--- src/rtl/std_linear_sec_scrubber.sv ---
// rtl/std_linear_sec_scrubber.sv - background scrubber for linear SEC (Hamming) protected memory
// Purpose : walks addresses 0..DEPTH-1 of a single-port memory, decodes each K-bit codeword and
//           writes back a re-encoded word whenever a single-bit error was corrected.
// Codeword: bit i holds Hamming position i+1; parity bits sit at power-of-two positions, data
//           bits fill the remaining positions in ascending order. Syndrome = XOR of set positions.
// Ports   : i_clk/i_rst (async, active-high); i_enable starts/stops scrubbing;
//           o_mem_req/o_mem_we/o_mem_addr/o_mem_wdata + i_mem_gnt form the request side;
//           i_mem_rvalid/i_mem_rdata return read data; o_busy, o_sweep_done, o_corr_count status;
//           i_corr_clr clears the counter; o_last_err_addr/o_err_seen diagnostic outputs.
// Option  : STD_LINEAR_SEC_SCRUB_LOG_EN enables o_last_err_addr/o_err_seen (tied 0 otherwise).

module std_linear_sec_encoder #(
    parameter int P = 9,
    parameter int N = (2 ** P) - 1 - P,
    parameter int K = N + P
) (
    input  logic [N-1:0] i_data,
    output logic [K-1:0] o_code
);
    logic [P-1:0] syn;

    always_comb begin
        int di;
        o_code = '0;
        syn    = '0;
        di     = 0;
        for (int pos = 1; pos <= K; pos++) begin
            if ((pos & (pos - 1)) != 0) begin
                o_code[pos-1] = i_data[di];
                if (i_data[di]) syn = syn ^ P'(pos);
                di++;
            end
        end
        // Each parity bit cancels its column so the full syndrome becomes zero.
        for (int j = 0; j < P; j++) o_code[(1 << j) - 1] = syn[j];
    end
endmodule

module std_linear_sec_decoder #(
    parameter int P = 9,
    parameter int N = (2 ** P) - 1 - P,
    parameter int K = N + P
) (
    input  logic [K-1:0] i_code,
    output logic [N-1:0] o_word,
    output logic         o_corrected
);
    logic [P-1:0] syn;
    logic [K-1:0] fixed;

    always_comb begin
        int di;
        syn = '0;
        for (int pos = 1; pos <= K; pos++)
            if (i_code[pos-1]) syn = syn ^ P'(pos);
        // Perfect code: every non-zero syndrome names exactly one bit position.
        fixed = i_code;
        if (syn != '0) fixed[int'(syn) - 1] = ~fixed[int'(syn) - 1];
        o_word = '0;
        di     = 0;
        for (int pos = 1; pos <= K; pos++) begin
            if ((pos & (pos - 1)) != 0) begin
                o_word[di] = fixed[pos-1];
                di++;
            end
        end
        o_corrected = (syn != '0);
    end
endmodule

module std_linear_sec_scrubber #(
    parameter int P        = 9,
    parameter int N        = (2 ** P) - 1 - P,
    parameter int K        = N + P,
    parameter int DEPTH    = 1024,
    parameter int AW       = $clog2(DEPTH),
    parameter int INTERVAL = 1024,
    parameter int CNT_W    = 16
) (
    input  logic             i_clk,
    input  logic             i_rst,
    input  logic             i_enable,
    output logic             o_mem_req,
    output logic             o_mem_we,
    output logic [AW-1:0]    o_mem_addr,
    output logic [K-1:0]     o_mem_wdata,
    input  logic             i_mem_gnt,
    input  logic             i_mem_rvalid,
    input  logic [K-1:0]     i_mem_rdata,
    output logic             o_busy,
    output logic             o_sweep_done,
    output logic [CNT_W-1:0] o_corr_count,
    input  logic             i_corr_clr,
    output logic [AW-1:0]    o_last_err_addr,
    output logic             o_err_seen
);
    typedef enum logic [2:0] {
        S_IDLE, S_WAIT, S_RD_REQ, S_RD_WAIT, S_WR_REQ, S_ADV
    } state_t;

    localparam logic [15:0]    TIMER_LOAD = 16'(INTERVAL);
    localparam logic [AW-1:0]  LAST_ADDR  = AW'(DEPTH - 1);

    state_t           state, state_nxt;
    logic [AW-1:0]    addr;
    logic [15:0]      timer;
    logic [N-1:0]     word_q;
    logic [CNT_W-1:0] corr_cnt;
    logic [N-1:0]     dec_word;
    logic             dec_corr;
    logic             rd_take;
    logic             corr_inc;

    std_linear_sec_decoder #(.P(P), .N(N), .K(K)) u_dec (
        .i_code      (i_mem_rdata),
        .o_word      (dec_word),
        .o_corrected (dec_corr)
    );

    std_linear_sec_encoder #(.P(P), .N(N), .K(K)) u_enc (
        .i_data (word_q),
        .o_code (o_mem_wdata)
    );

    assign rd_take  = (state == S_RD_WAIT) && i_mem_rvalid;
    assign corr_inc = rd_take && dec_corr;

    always_ff @(posedge i_clk or posedge i_rst) begin
        if (i_rst) state <= S_IDLE;
        else       state <= state_nxt;
    end

    always_comb begin
        state_nxt    = state;
        o_mem_req    = 1'b0;
        o_mem_we     = 1'b0;
        o_sweep_done = 1'b0;
        case (state)
            S_IDLE:    if (i_enable) state_nxt = S_WAIT;
            // Leaving when the count reaches 0 (or was already 0) gives max(INTERVAL,1) wait cycles.
            S_WAIT:    if (timer <= 16'd1) state_nxt = S_RD_REQ;
            S_RD_REQ: begin
                o_mem_req = 1'b1;
                if (i_mem_gnt) state_nxt = S_RD_WAIT;
            end
            S_RD_WAIT: if (i_mem_rvalid) state_nxt = dec_corr ? S_WR_REQ : S_ADV;
            S_WR_REQ: begin
                o_mem_req = 1'b1;
                o_mem_we  = 1'b1;
                if (i_mem_gnt) state_nxt = S_ADV;
            end
            S_ADV: begin
                o_sweep_done = (addr == LAST_ADDR);
                state_nxt    = i_enable ? S_WAIT : S_IDLE;
            end
            default:   state_nxt = S_IDLE;
        endcase
    end

    always_ff @(posedge i_clk or posedge i_rst) begin
        if (i_rst) begin
            addr     <= '0;
            timer    <= '0;
            word_q   <= '0;
            corr_cnt <= '0;
        end else begin
            if (((state == S_IDLE) || (state == S_ADV)) && i_enable)
                timer <= TIMER_LOAD;
            else if (state == S_WAIT)
                timer <= (timer > 16'd1) ? timer - 16'd1 : 16'd0;

            if (state == S_ADV)
                addr <= (addr == LAST_ADDR) ? '0 : addr + 1'b1;

            if (rd_take) word_q <= dec_word;

            // A clear that coincides with a correction leaves that correction counted.
            if (i_corr_clr)
                corr_cnt <= corr_inc ? CNT_W'(1) : '0;
            else if (corr_inc && (corr_cnt != '1))
                corr_cnt <= corr_cnt + 1'b1;
        end
    end

    assign o_mem_addr   = addr;
    assign o_busy       = (state != S_IDLE);
    assign o_corr_count = corr_cnt;

`ifdef STD_LINEAR_SEC_SCRUB_LOG_EN
    logic [AW-1:0] last_err_q;
    logic          err_seen_q;

    always_ff @(posedge i_clk or posedge i_rst) begin
        if (i_rst) begin
            last_err_q <= '0;
            err_seen_q <= 1'b0;
        end else begin
            if (corr_inc) last_err_q <= addr;
            if (corr_inc)        err_seen_q <= 1'b1;
            else if (i_corr_clr) err_seen_q <= 1'b0;
        end
    end

    assign o_last_err_addr = last_err_q;
    assign o_err_seen      = err_seen_q;
`else
    assign o_last_err_addr = '0;
    assign o_err_seen      = 1'b0;
`endif
endmodule

--- config.mk ---
export PLATFORM = sky130hd
export DESIGN_NAME = std_linear_sec_scrubber
export DESIGN_NICKNAME = d
export VERILOG_FILES = /design/src/rtl/std_linear_sec_scrubber.sv
export SDC_FILE = /design/constraint.sdc
export NUM_CORES = 2
export LEC_CHECK = 0
export CAP_MARGIN = 20
export CORE_AREA = 2 2 417 419
export DETAILED_ROUTE_END_ITERATION = 12
export DIE_AREA = 0 0 419 421
export HOLD_SLACK_MARGIN = 0.08
export PLACE_DENSITY = 0.68
export SYNTH_ARGS = -nofsm -noshare
export SYNTH_HDL_FRONTEND = slang
export SYNTH_HIERARCHICAL = 1
export SYNTH_SLANG_ARGS = --single-unit
--- constraint.sdc ---
create_clock -name i_clk -period 20.5 [get_ports i_clk]
set_input_delay 2.05 -clock i_clk [delete_from_list [all_inputs] [get_ports i_clk]]
set_output_delay 2.05 -clock i_clk [all_outputs]
set_load 0.01 [all_outputs]
==> out/metrics.yaml <==
critical_path:
  reg2reg_depth: 6
  setup.worst_path.class: "input port to flip-flop"
  worstSetupStartpointType: "input port"
  cp_cell_sequence: "clkdlybuf4s50_1, xnor2_1, xnor3_1, xnor3_1, xnor3_1, xnor2_1, xnor2_1, xnor3_1, xnor2_1, ha_4, buf_4, buf_4, nand3_1, nor2_1, xnor2_1, buf_4, o21ai_0, a41o_4, buf_4, mux2_2, mux2_2"
  worst_path_most_repeated_cell: "sky130_fd_sc_hd__xnor2_1"
  r2r-start: "state[2]"
  max_stage_delay_ns: 1.02
  worst_path_dominant_cell_family: "buffers and inverters"
  timing.critical_path.buf_inv: 5
  cp.arrival_ns: 12.31
  ff2ff_setup_slack_ns: 15.69
  rr_endpoint: "word_q[162]"
  critical_path.max_fanout: 68
  kind_of_end_point_of_the_critical_path: "flip-flop"
  critPathSlowestCell: "sky130_fd_sc_hd__xnor2_1"
  required_time_worst_endpoint_ns: 21.17
finish:
  finish.net_count: 6494
  filler_cell_count: 16700
  drive_above_1_share_pct: 24.3
  layout.core_utilization_pct: 41.4
  mostFrequentLayoutCells: "sky130_fd_sc_hd__xnor2_1, sky130_fd_sc_hd__clkdlybuf4s50_1, sky130_fd_sc_hd__mux2_2, sky130_fd_sc_hd__dfrtp_1, sky130_fd_sc_hd__nor2_1"
  areaGrowthSynthToFinish_pct: 22.1
  layout_commonest_cell: "sky130_fd_sc_hd__xnor2_1"
  final_design_area_no_fill_um2: 71500
hold_path:
  hold_start: "timer[15]"
  worstHoldPathCells: 1
  hold_path.class: "flip-flop to flip-flop"
  timing.hold.worst_endpoint: "timer[15]"
die:
  floorplan.rows: 153
  die_w_um: 419
  fp.coreArea_um2: 172000
  top_level_ports: 1069
  initial_util_pct: 33.9
  die_area_um2: 176000
  die_h_um: 421
placement:
  placed_area_um2: 68400
  detailed_place_hpwl_mm: 376
  gpl.final_weighted_congestion: 1.09
  numPortBuffers: 1057
  detailedPlace.worstSlack_ns: 8.83
global_routing:
  first_pass_grt_wire_length_mm: 575
  grt_antenna_before_repair: 113
  grt_start_max_net_pins: 152
  number_of_global_route_vias_before_repair: 47800
  overflow: 0
  grt_usage_pct: 51.6
detailed_routing:
  vias_per_cell: 6.31
  detail_route.first_pass.iterations: 6
  route.vias.total: 53300
  wl_mm: 470
  drc_errors: 0
  drt_wl_cell_um: 55.6
  drtAntennaViolNets: 0
  drt-initial-drc-count: 9153
clocking:
  cts_tree: "yes"
  clk_pin_slew_worst_paths_ns: 0.06
  post_cts_resize_count: 0
  postCtsHoldBufs: 0
  post-cts-setup-buffer-count: 0
  cts_root_buffer: "sky130_fd_sc_hd__clkbuf_16"
  numCtsBuffers: 76
  clk_latency_ns: 0.77
  cts-htree-levels: 3
  clockBufferDepth: 3
  number_of_sinks_handled_by_clock_tree_synthesis: 547
sta:
  fin_crit_ns: 11.65
  timing.fmax_mhz: 85.9
  setup_viol: 0
  final.setup.worst_slack_ns: 8.85
  slew-limit-headroom_pct: -1.22
  fin_crit_sh_pct: 56.8
  worst_clock_skew_ns: 0.0439
  finalMaxSlewViolations: 3
  final-hold-violation-count: 0
  setup-tns-final_ns: 0
  max_slew.worst_pin.slew_ns: 1.51
  grt_setup_unrepaired: "no"
synthesis:
  synthesis.yosys.warnings: 6
  synth_largest_area_cell: "sky130_fd_sc_hd__dfrtp_1"
  post_synth_instance_area_um2: 58500
  combinational_family_with_the_most_area_after_synthesis: "XOR/XNOR gates"
  synth-compound-area-share_pct: 1.78
  synth_ff_type: "sky130_fd_sc_hd__dfrtp_1"
  synth-edff-count: 0
  synth.top_cells.by_area: "sky130_fd_sc_hd__dfrtp_1, sky130_fd_sc_hd__xnor2_1, sky130_fd_sc_hd__mux2_2"
  post_synth_xor_area_fraction_pct: 34.6
  synthArstFlopShare_pct: 100
  synthesis.instances: 5410
  ys_ff_latch: 547
  yosys.area.top_type_share_pct: 23.4
  post_synth_mux_area_share_pct: 25.3
  yosys.area_share.simple_pct: 5.69
  synth_seq_area_share_pct: 23.4
  post_synth.cell_area_avg_um2: 10.8
  synth_adder_area_share_pct: 0.214
  synth.distinct_cells: 85
status:
  run_status: "finished with violations"
  failed_checks: "max-capacitance violations, max-slew violations"
job:
  drv.max_cap_violation_count: 1
==> flip-flops by register name (all words and copies together), names as in the netlist <==
| signal | flops |
|---|---|
| o_corr_count | 16 |
| o_mem_addr | 10 |
| state | 3 |
| timer | 16 |
| word_q | 502 |
==> synthesized netlist by cell type, types with 5 or more instances <==
master and instances:
sky130_fd_sc_hd__xnor2_1 1486, sky130_fd_sc_hd__mux2_2 950, sky130_fd_sc_hd__buf_4 563, sky130_fd_sc_hd__dfrtp_1 547, sky130_fd_sc_hd__nor2_1 496, sky130_fd_sc_hd__xor2_1 256, sky130_fd_sc_hd__xnor3_1 203, sky130_fd_sc_hd__clkbuf_1 148
sky130_fd_sc_hd__mux4_2 135, sky130_fd_sc_hd__nand2_1 80, sky130_fd_sc_hd__nor2b_1 48, sky130_fd_sc_hd__mux2_1 47, sky130_fd_sc_hd__o21ai_0 42, sky130_fd_sc_hd__buf_2 38, sky130_fd_sc_hd__inv_1 35, sky130_fd_sc_hd__o211ai_1 25
sky130_fd_sc_hd__mux2i_1 20, sky130_fd_sc_hd__nand3_1 19, sky130_fd_sc_hd__a21oi_1 18, sky130_fd_sc_hd__nor3_1 18, sky130_fd_sc_hd__nand4_1 17, sky130_fd_sc_hd__mux2_4 15, sky130_fd_sc_hd__buf_6 12, sky130_fd_sc_hd__a31oi_1 11
sky130_fd_sc_hd__buf_1 11, sky130_fd_sc_hd__and3_1 10, sky130_fd_sc_hd__ha_1 10, sky130_fd_sc_hd__or2_2 10, sky130_fd_sc_hd__nand2b_1 8, sky130_fd_sc_hd__xor3_1 8, sky130_fd_sc_hd__a22o_1 7, sky130_fd_sc_hd__and2_1 7
sky130_fd_sc_hd__or3_1 7, sky130_fd_sc_hd__nor4_1 6, sky130_fd_sc_hd__a22oi_1 5, sky130_fd_sc_hd__nor3b_1 5, sky130_fd_sc_hd__o22ai_1 5
==> per-stage QoR <==
stage	hold slack, ns	instances
5_1_grt	0.546	8367
2_1_floorplan	0.468	5420
6_report	0.508	8445
4_1_cts	0.506	8336
3_5_place_dp	0.497	8198
3_3_place_gp	0.484	8194
==> final cells by class <==
| cell class | count | area (um2) | share of cell area [%] |
|---|---|---|---|
| Multi-Input combinational cell | 4063 | 39700 | 55.5 |
| Sequential cell | 547 | 13700 | 19.1 |
| Timing Repair Buffer | 1243 | 12100 | 17.0 |
| Tap cell | 2325 | 2910 | 4.07 |
| Clock buffer | 102 | 2140 | 2.99 |
| Clock inverter | 36 | 529 | 0.740 |
| Antenna cell | 93 | 233 | 0.326 |
| Inverter | 36 | 143 | 0.200 |
==> how the worst max path moves through the flow <==
stage	depth (start not counted)	endpoint	slack [ns]	from
after floorplan	1	o_corr_count[0]	3.16	i_rst
after global placement	21	word_q[179]	8.67	i_mem_rdata[268]
after detailed placement	21	word_q[179]	8.83	i_mem_rdata[378]
after CTS	21	word_q[179]	9.55	i_mem_rdata[378]
after global routing	21	word_q[423]	9.27	i_mem_rdata[378]
final	21	word_q[185]	8.85	i_mem_rdata[378]
==> per-layer routing <==
metal  vias up  global-route usage [%]  part of all wire, %
met5         -                       0                 0.12
met4        34                    45.9                   11
met3      1646                    23.2                   13
met2      5509                    71.1                   40
met1     27200                    59.8                   36
li1      18900                       -                    -
==> logic make-up (layout without fill, tap and decap cells) <==
| group | after synthesis | after routing |
|---|---|---|
| simple gates | 753 | 753 |
| other cells | 1 | 104 |
| flops | 547 | 547 |
| fa+ha+maj | 10 | 10 |
| mux | 1171 | 1171 |
| xor+xnor | 1964 | 1964 |
| buf+inv | 810 | 1417 |
| compound gates | 154 | 154 |
Power is not shown: default switching activity piles up to over one toggle a cycle in this logic, so the estimate is an artifact.
